### src/rtl/primitive_sequencer_pkg.sv
// Shared opcodes, primitive codes, widths and state encodings for the
// primitive sequencer and its vertex window.
package primitive_sequencer_pkg;

    localparam int VERTEX_REG_WIDTH = 30;
    localparam int GSR_WIDTH        = 16;

    // Command opcodes retired by writeback
    localparam logic [2:0] CMD_NOP    = 3'd0;
    localparam logic [2:0] CMD_BEGIN  = 3'd1;
    localparam logic [2:0] CMD_VERTEX = 3'd2;
    localparam logic [2:0] CMD_END    = 3'd3;
    localparam logic [2:0] CMD_COLOR  = 3'd4;
    localparam logic [2:0] CMD_XFORM  = 3'd5;

    // Primitive types latched on BEGIN
    localparam logic PRIM_LIST  = 1'b0;
    localparam logic PRIM_STRIP = 1'b1;

    // Sequencer states
    localparam logic [1:0] ST_IDLE    = 2'd0;
    localparam logic [1:0] ST_COLLECT = 2'd1;
    localparam logic [1:0] ST_ISSUE   = 2'd2;

    // Vertex window operations issued by the sequencer
    typedef enum logic [1:0] {
        WIN_HOLD  = 2'd0,
        WIN_CLEAR = 2'd1,
        WIN_WRITE = 2'd2,
        WIN_SHIFT = 2'd3
    } win_op_e;

endpackage

### src/rtl/primitive_sequencer_vertex_window.sv
// Three-slot vertex register. WRITE fills slot vcnt in order V1,V2,V3;
// once slot V3 has been written the window is "full" and further vertices
// slide it (strip continuation). CLEAR discards a partial or consumed set.
module primitive_sequencer_vertex_window
    import primitive_sequencer_pkg::*;
#(
    parameter int VERTEX_W = VERTEX_REG_WIDTH
) (
    input  logic                clk,
    input  logic                rst_n,
    input  win_op_e             win_op,
    input  logic [VERTEX_W-1:0] data,
    output logic [VERTEX_W-1:0] v1,
    output logic [VERTEX_W-1:0] v2,
    output logic [VERTEX_W-1:0] v3,
    output logic [1:0]          vcnt,
    output logic                full
);

    logic [VERTEX_W-1:0] v1_q, v1_d, v2_q, v2_d, v3_q, v3_d;
    logic [1:0]          vcnt_q, vcnt_d;
    logic                full_q, full_d;

    // Next-state of the slots: slot contents survive CLEAR, only the fill
    // bookkeeping is reset, since stale slots are never presented.
    always_comb begin
        v1_d   = v1_q;
        v2_d   = v2_q;
        v3_d   = v3_q;
        vcnt_d = vcnt_q;
        full_d = full_q;
        case (win_op)
            WIN_CLEAR: begin
                vcnt_d = 2'd0;
                full_d = 1'b0;
            end
            WIN_WRITE: begin
                case (vcnt_q)
                    2'd0:    v1_d = data;
                    2'd1:    v2_d = data;
                    default: v3_d = data;
                endcase
                // vcnt parks at 2 once the third slot is written
                if (vcnt_q == 2'd2) full_d = 1'b1;
                else                vcnt_d = vcnt_q + 2'd1;
            end
            WIN_SHIFT: begin
                v1_d = v2_q;
                v2_d = v3_q;
                v3_d = data;
            end
            default: ;
        endcase
    end

    // Window registers, updated on the falling edge with writeback
    always_ff @(negedge clk or negedge rst_n) begin
        if (!rst_n) begin
            v1_q   <= '0;
            v2_q   <= '0;
            v3_q   <= '0;
            vcnt_q <= 2'd0;
            full_q <= 1'b0;
        end else begin
            v1_q   <= v1_d;
            v2_q   <= v2_d;
            v3_q   <= v3_d;
            vcnt_q <= vcnt_d;
            full_q <= full_d;
        end
    end

    assign v1   = v1_q;
    assign v2   = v2_q;
    assign v3   = v3_q;
    assign vcnt = vcnt_q;
    assign full = full_q;

endmodule

### src/rtl/primitive_sequencer.sv
// Assembles writeback graphics commands into triangles (list or strip) and
// hands them to the GPU stage over valid/ready. While a triangle waits the
// command port is closed so COLOR/XFORM can never overtake geometry.
module primitive_sequencer
    import primitive_sequencer_pkg::*;
#(
    parameter int VERTEX_W = VERTEX_REG_WIDTH,
    parameter int GSR_W    = GSR_WIDTH,
    parameter int CNT_W    = 8
) (
    input  logic                I_CLOCK,
    input  logic                I_LOCK,
    input  logic                I_CmdValid,
    input  logic [2:0]          I_CmdOp,
    input  logic                I_CmdPrim,
    input  logic [VERTEX_W-1:0] I_CmdData,
    output logic                O_CmdReady,
    output logic                O_GPUStallSignal,
    output logic                O_TriValid,
    input  logic                I_TriReady,
    output logic [VERTEX_W-1:0] O_VertexV1,
    output logic [VERTEX_W-1:0] O_VertexV2,
    output logic [VERTEX_W-1:0] O_VertexV3,
    output logic [GSR_W-1:0]    O_GSRValue,
    output logic                O_GSRValue_Valid,
    output logic                O_PrimDone,
    output logic [CNT_W-1:0]    O_TriCount,
    output logic                O_Error
);

    logic [1:0]       state_q, state_d;
    logic             strip_q, strip_d;
    logic [CNT_W-1:0] cnt_q, cnt_d;
    logic             err_q, err_d;
    logic [GSR_W-1:0] gsr_q, gsr_d;
    logic             gsrv_q, gsrv_d;
    logic             done_q, done_d;

    win_op_e          win_op;
    logic [1:0]       vcnt;
    logic             full;
    logic             in_prim;

    assign in_prim = (state_q == ST_COLLECT);

    // Command decode and FSM. ISSUE ignores the command port entirely, so
    // accept is simply "valid while not in ISSUE".
    always_comb begin
        state_d = state_q;
        strip_d = strip_q;
        cnt_d   = cnt_q;
        err_d   = err_q;
        gsr_d   = gsr_q;
        gsrv_d  = 1'b0;
        done_d  = 1'b0;
        win_op  = WIN_HOLD;
        if (state_q == ST_ISSUE) begin
            if (I_TriReady) begin
                state_d = ST_COLLECT;
                if (cnt_q != {CNT_W{1'b1}}) cnt_d = cnt_q + 1'b1;
                // A strip keeps its last two vertices for the next triangle
                win_op = strip_q ? WIN_HOLD : WIN_CLEAR;
            end
        end else if (I_CmdValid) begin
            case (I_CmdOp)
                CMD_NOP: ;
                CMD_BEGIN: begin
                    // Nested BEGIN is an error but still restarts cleanly
                    if (in_prim) err_d = 1'b1;
                    strip_d = I_CmdPrim;
                    cnt_d   = '0;
                    win_op  = WIN_CLEAR;
                    state_d = ST_COLLECT;
                end
                CMD_VERTEX: begin
                    if (!in_prim) begin
                        err_d = 1'b1;
                    end else begin
                        win_op = full ? WIN_SHIFT : WIN_WRITE;
                        if (full || vcnt == 2'd2) state_d = ST_ISSUE;
                    end
                end
                CMD_END: begin
                    if (!in_prim) begin
                        err_d = 1'b1;
                    end else begin
                        win_op  = WIN_CLEAR;
                        done_d  = 1'b1;
                        state_d = ST_IDLE;
                    end
                end
                CMD_COLOR, CMD_XFORM: begin
                    gsr_d  = I_CmdData[GSR_W-1:0];
                    gsrv_d = 1'b1;
                end
                default: err_d = 1'b1;
            endcase
        end
    end

    // Control state, counters and status, updated on the falling edge
    always_ff @(negedge I_CLOCK or negedge I_LOCK) begin
        if (!I_LOCK) begin
            state_q <= ST_IDLE;
            strip_q <= PRIM_LIST;
            cnt_q   <= '0;
            err_q   <= 1'b0;
            gsr_q   <= '0;
            gsrv_q  <= 1'b0;
            done_q  <= 1'b0;
        end else begin
            state_q <= state_d;
            strip_q <= strip_d;
            cnt_q   <= cnt_d;
            err_q   <= err_d;
            gsr_q   <= gsr_d;
            gsrv_q  <= gsrv_d;
            done_q  <= done_d;
        end
    end

    primitive_sequencer_vertex_window #(
        .VERTEX_W (VERTEX_W)
    ) u_window (
        .clk    (I_CLOCK),
        .rst_n  (I_LOCK),
        .win_op (win_op),
        .data   (I_CmdData),
        .v1     (O_VertexV1),
        .v2     (O_VertexV2),
        .v3     (O_VertexV3),
        .vcnt   (vcnt),
        .full   (full)
    );

    // Handshake outputs depend on state only, never on I_TriReady
    assign O_TriValid       = (state_q == ST_ISSUE);
    assign O_CmdReady       = ~O_TriValid;
    assign O_GPUStallSignal = O_TriValid;
    assign O_GSRValue       = gsr_q;
    assign O_GSRValue_Valid = gsrv_q;
    assign O_PrimDone       = done_q;
    assign O_TriCount       = cnt_q;
    assign O_Error          = err_q;

endmodule

### config.mk
export PLATFORM = sky130hd
export DESIGN_NAME = primitive_sequencer
export DESIGN_NICKNAME = d
export VERILOG_FILES = /design/src/rtl/primitive_sequencer_pkg.sv /design/src/rtl/primitive_sequencer_vertex_window.sv /design/src/rtl/primitive_sequencer.sv
export SDC_FILE = /design/constraint.sdc
export NUM_CORES = 1
export LEC_CHECK = 0
export ABC_CLOCK_PERIOD_IN_PS = 4200
export BUFFER_PORTS_ARGS = -buffer_cell sky130_fd_sc_hd__buf_2
export CORE_ASPECT_RATIO = 0.6
export CORE_MARGIN = 1.5
export CORE_UTILIZATION = 55
export DETAILED_ROUTE_END_ITERATION = 8
export PLACE_DENSITY = 0.9
export SYNTH_ARGS = -nofsm -noshare
export SYNTH_HDL_FRONTEND = slang
export SYNTH_SLANG_ARGS = --single-unit
### constraint.sdc
create_clock -name I_CLOCK -period 4.2 [get_ports I_CLOCK]
set_clock_uncertainty 0.2 [all_clocks]
set_input_delay 0 -clock I_CLOCK [delete_from_list [all_inputs] [get_ports I_CLOCK]]
set_output_delay 0 -clock I_CLOCK [all_outputs]
set_load 0.005 [all_outputs]
==> metrics, run 1 <==
Cells after Synth=466; Power per Cell Area=586 nW/um^2; I/O Buffers=157; sequential share of power=41.9%; most numerous cell in the Yosys netlist=dfrtn_1; Hold Crit Depth=1; post-DR vias/cell=6.45; Final Hold Viols=0; CP max stage delay=0.54 ns; Min Hold Slack=0.246 ns; Initial Util=57.2%; first-pass GRT wire length=25400 microns; Mapped Avg Cell Area=12.2 sq um; Area Growth Syn to Fin=27.3%; drt wl/cell=21.2 microns; root buf cell=clkbuf_16; P_sw=0.00127 W; setup total negative slack=0 ns; row cnt=28; layout cell share with drive strength beyond 1=41.3%; vias in the first global route=4889; FFs w/ async S/R, synth=100%; Max-Cap Viols=0; RSZ-0062 raised after global routing=false; DRT Wirelength=16400 microns; # diodes=0; die width=134 microns; top cell type by total area after synthesis=dfrtn_1; postcts setup bufs=0; Hold Path Class=flip-flop to flip-flop; RePlAce Congestion=0.845; Final Max Tran Viols=0; CTS Buf Count=17; Total GRT Usage=30.4%; drt first pass iters=5; Sink Count=123; CP top delay family=adder cells; Sw Share=29.9%; core box area=9950 sq um; relative slew slack=42.9%; Register Area=3080 sq um; largest net degree at the start of global routing=67; Die ar.=11000 sq um; Critical path buffers and inverters=2; leading post-synthesis cells by cell area=dfrtn_1, mux2_2, a221o_1; Worst-path clk slew=0.04 ns; final setup fails=0; Resized Gates After CTS=0; antenna violation net count after detailed routing=0; H-tree Lvls=4; logic gate share of total power=24.9%; share of the synthesized area in the top cell type=54.0%; startpoint types=flip-flop; Crit Path Max Fanout=18; Syn Nets=510; Seq/Total Area, Yosys=54.0%; total grt overflow=0; cts hold-fix bufs=0; Worst-Margin Slew=0.855 ns; Layout Nets=670; DRT iter0 DRCs=429; Clock power frac=33.2%; DR vias=4995; Clock Tree Buf Depth=2; Worst EP required=4.00 ns; library cells used by synthesis=52; Top Ports=158; Worst path depth=3; critical path type=flip-flop to output port; #FFs+latches synth=123; Syn Std Cell Area=5700 sq um; worst-skew pair later-pin latency=0.39 ns; CP cell instances=ha_1 > inv_1 > buf_2; fillcell total=689; EDFF count, synth=0; VDD IR max=0.400 mV; Arrival @ worst endpoint=3.74 ns; ys flop type=dfrtn_1; Int Power=0.00298 W; Syn. warnings=0; status=completed; # DRC=0; synth cell count leaders=dfrtn_1, mux2_2, o21ai_0; die height=81.8 microns; area occupied by multi-input gates=2390 sq um; antenna violations before repair=0; critical path's slowest cell=ha_1; kind of end point of the critical path=output port; TritonCTS clock tree=built; Final HPWL DP=11000 microns; worst reg2reg path depth=7; Lkg Pwr=3.72 nW
[layout by cell type, fill, tap and decap left out, types with 5 or more instances in the layout]
| cell type | netlist | routed |
|---|---|---|
| mux2_2 | 42 | 42 |
| mux2_1 | 5 | 5 |
| o21ai_0 | 34 | 34 |
| buf_4 | 9 | 22 |
| nand2b_1 | 5 | 5 |
| nand3_1 | 5 | 5 |
| nor3_1 | 5 | 5 |
| nand2_1 | 12 | 12 |
| clkbuf_16 | 0 | 17 |
| inv_1 | 8 | 8 |
| a21oi_1 | 5 | 5 |
| ha_1 | 6 | 6 |
| and3_1 | 32 | 32 |
| a211oi_1 | 30 | 30 |
| dfrtn_1 | 123 | 123 |
| buf_2 | 10 | 156 |
| a221o_1 | 31 | 31 |
| nor2_1 | 7 | 5 |
| a2bb2oi_1 | 30 | 30 |
[final cells by class]
class / count / area share [%]
clock buffers: 21 / 6.21
clock inverters: 11 / 1.64
inverters: 9 / 0.466
multi-input cells: 294 / 33.0
flip-flops and latches: 123 / 42.5
well taps: 135 / 2.33
repair buffers: 181 / 13.9
[state kept, by name, summed over array words and instances, names as in the netlist]
name              flops
O_PrimDone            1
O_GSRValue           16
O_Error               1
O_TriCount            8
u_window.v3          30
u_window.full         1
u_window.v2          30
strip_q               1
O_GSRValue_Valid      1
state_q               2
u_window.v1          30
u_window.vcnt         2
[worst paths after layout]
path	endpoint	from	slack (ns)
setup / recovery	O_CmdReady	state_q[1]	0.26
hold / removal	O_GSRValue[7]	O_GSRValue[7]	0.25
setup reg to reg	u_window.v1[1]	state_q[0]	1.40
hold reg to reg	O_GSRValue[7]	O_GSRValue[7]	0.25
max in group asynchronous	u_window.v3[24]	I_LOCK	1.69
min in group asynchronous	O_TriCount[0]	I_LOCK	1.27
[kinds of logic after synthesis]
| group | synth area share (%) |
|---|---|
| DFF | 54.0 |
| muxes | 9.82 |
| adders and majority gates | 1.32 |
| buffers and inverters | 4.57 |
| xor gates and xnor gates | 0.154 |
| and+or+nand+nor | 9.86 |
| AOI/OAI and AO/OA | 20.2 |
[worst reg2reg max path, cell delays in order, from the launching register on]
cell	delay, ns
dfrtn_1	0.41
inv_1	0.06
ha_1	0.40
and2b_1	0.41
nand2_2	0.12
nor2_2	0.69
buf_4	0.31
a2bb2oi_1	0.22
[stage by stage]
stage	setup slack [ns]	total power, W	utilization, %	instances	cell area (sq um)
floorplan	0.461	0.00227	-	466	5700
global placement	0.205	0.00276	67.1	742	6680
detailed placement	0.0178	0.00283	67.1	742	6680
CTS	0.290	0.00425	72.8	774	7250
global route	0.168	0.00445	72.8	774	7250
finish	0.264	0.00425	72.8	774	7250
[power by group through the flow]
stage	Sequential, W	Clock, W	Combinational (W)
final	0.00178	0.00141	0.00106
after global routing	0.00181	0.00149	0.00115
after floorplan	0.00176	0	0.000505
after detailed placement	0.00178	0	0.00105
after CTS	0.00177	0.00142	0.00106
after global placement	0.00176	0	0.000999
[routing by layer]
layer	global-route usage, %	share of wire, %	up-vias
li1	-	-	2137
met1	40.5	42	2505
met2	48.1	46	330
met3	10.6	11	23
met4	8.28	0.84	0
met5	0	0	-
Note: power is estimated with default switching activity, not from simulation.
==> run 2, diff against run 1 <==
Settings changed: ABC_CLOCK_PERIOD_IN_PS 4200 to 3300, CORE_UTILIZATION 55 to 47, PLACE_DENSITY 0.9 to 0.83.
Clock period 4.2 ns to 3.3 ns, I/O delays scaled along.
==> run 2 against run 1 <==
  * Setup slack got worse by 0.16 ns
  * Cell count rose by 5.0%
  * Combinational power is 29% higher
  * Wire length grew 2.5%
  * Largest cell class unchanged
  * Largest power group unchanged
==> metrics, run 2 (synthesis gave the netlist of run 1 again) <==
status=completed; Final HPWL DP=11600 microns; kind of end point of the critical path=output port; Final Hold Viols=0; root buf cell=clkbuf_16; post-DR vias/cell=6.08; Int Power=0.00378 W; Initial Util=49.3%; Top Ports=158; Die ar.=12800 sq um; largest net degree at the start of global routing=44; DRT Wirelength=16800 microns; Total GRT Usage=27.4%; vias in the first global route=4979; Final Max Tran Viols=0; RePlAce Congestion=0.877; HP Start=O_Error; worst-skew pair later-pin latency=0.39 ns; worst reg2reg path depth=9; critical path type=flip-flop to output port; Worst-path clk slew=0.04 ns; row cnt=30; logic gate share of total power=25.4%; most common cell after layout, fill and taps aside=buf_2; Lkg Pwr=3.81 nW; Max-Cap Viols=0; # DRC=0; Worst EP required=3.10 ns; TritonCTS clock tree=built; Sw Share=30.0%; reg2reg start=state_q[0]; r2r setup slk=0.71 ns; first-pass GRT wire length=27200 microns; drt first pass iters=5; startpoint types=flip-flop; postcts setup bufs=0; total grt overflow=0; core box area=11600 sq um; DP Worst Slack=-0.138 ns; # diodes=0; DR vias=4942; cts hold-fix bufs=0; worst setup margin=0.108 ns; fillcell total=931; Sink Count=123; fin util=64.6%; hold-critical path endpoint=O_Error; Hold Crit Depth=1; DRT iter0 DRCs=336; drt wl/cell=20.7 microns; VDD IR max=0.402 mV; Worst-Margin Slew=0.457 ns; Reg-to-Reg End=u_window.v1[5]; die width=145 microns; antenna violations before repair=0; layout cell share with drive strength beyond 1=43.0%; Crit Path Max Fanout=10; Clock power frac=32.8%; antenna violation net count after detailed routing=0; sequential share of power=41.8%; Arrival @ worst endpoint=2.99 ns; Clock Tree Buf Depth=2; Area Growth Syn to Fin=31.0%; CTS Buf Count=17; Layout Nets=685; relative slew slack=69.5%; H-tree Lvls=4; most frequent cells in the layout=buf_2, dfrtn_1, mux2_2; Hold Path Class=flip-flop to flip-flop; final setup fails=0; die height=88.3 microns; Power per Cell Area=723 nW/um^2; Resized Gates After CTS=0; P_sw=0.00162 W; I/O Buffers=157; RSZ-0062 raised after global routing=false
==> run 2: cell count changes in the layout (fill, tap and decap cells not counted), sizes merged <==
| cell | delta |
|---|---|
| buf | +15 |
| bufinv | -1 |
==> run 2: area by class of cell <==
| type | count | area [sq um] | share of cell area [%] |
|---|---|---|---|
| clock buffer | 21 | 470 | 6.30 |
| inverter | 9 | 33.8 | 0.453 |
| timing repair buffer | 196 | 1190 | 16.0 |
| clock inverter | 10 | 92.6 | 1.24 |
| tap | 160 | 200 | 2.68 |
| multi-input combinational | 294 | 2390 | 32.1 |
| sequential | 123 | 3080 | 41.2 |
==> run 2: metal layers <==
| layer | up-vias | track usage (%) | routed length [microns] |
|---|---|---|---|
| met3 | 28 | 8.51 | 1760 |
| met4 | 0 | 9.65 | 199 |
| met2 | 297 | 41.4 | 7380 |
| met1 | 2451 | 37.8 | 7450 |
| li1 | 2166 | - | - |
| met5 | - | 0 | 0 |
==> run 2: power by group through the flow <==
| stage | Clock, W | Sequential (W) | Combinational [W] |
|---|---|---|---|
| after global routing | 0.00186 | 0.00231 | 0.00150 |
| after global placement | 0 | 0.00223 | 0.00132 |
| after CTS | 0.00179 | 0.00225 | 0.00138 |
| after floorplan | 0 | 0.00225 | 0.000642 |
| after detailed placement | 0 | 0.00226 | 0.00137 |
| final | 0.00177 | 0.00226 | 0.00137 |
==> run 2: worst max-delay path by stage <==
| stage | slack (ns) | endpoint | startpoint | cells after the start |
|---|---|---|---|---|
| 4_1_cts | 0.004 | O_CmdReady | state_q[1] | 3 |
| 5_1_grt | 0.03 | O_CmdReady | state_q[1] | 3 |
| 3_5_place_dp | -0.14 | u_window.v1[5] | I_CmdOp[0] | 7 |
| 2_1_floorplan | 0.01 | u_window.v3[19] | I_CmdOp[0] | 6 |
| 3_3_place_gp | -0.04 | u_window.v1[27] | I_CmdOp[0] | 7 |
| 6_report | 0.11 | O_CmdReady | state_q[1] | 3 |
==> run 2: worst max-delay path: stages, from the launching register on <==
cell	delay [ns]
dfrtn_1	0.44
ha_2	0.31
inv_1	0.08
buf_2	0.13
==> run 2: metrics by stage <==
stage | total power [W] | cell area [sq um] | cells | TNS, ns | hold WS (ns)
5_1_grt | 0.00567 | 7460 | 813 | 0 | 0.264
2_1_floorplan | 0.00289 | 5700 | 466 | 0 | 0.222
3_5_place_dp | 0.00363 | 6900 | 782 | -3.49 | 0.226
3_3_place_gp | 0.00356 | 6900 | 782 | -1.19 | 0.226
4_1_cts | 0.00542 | 7460 | 813 | 0 | 0.229
6_report | 0.00540 | 7460 | 813 | 0 | 0.237
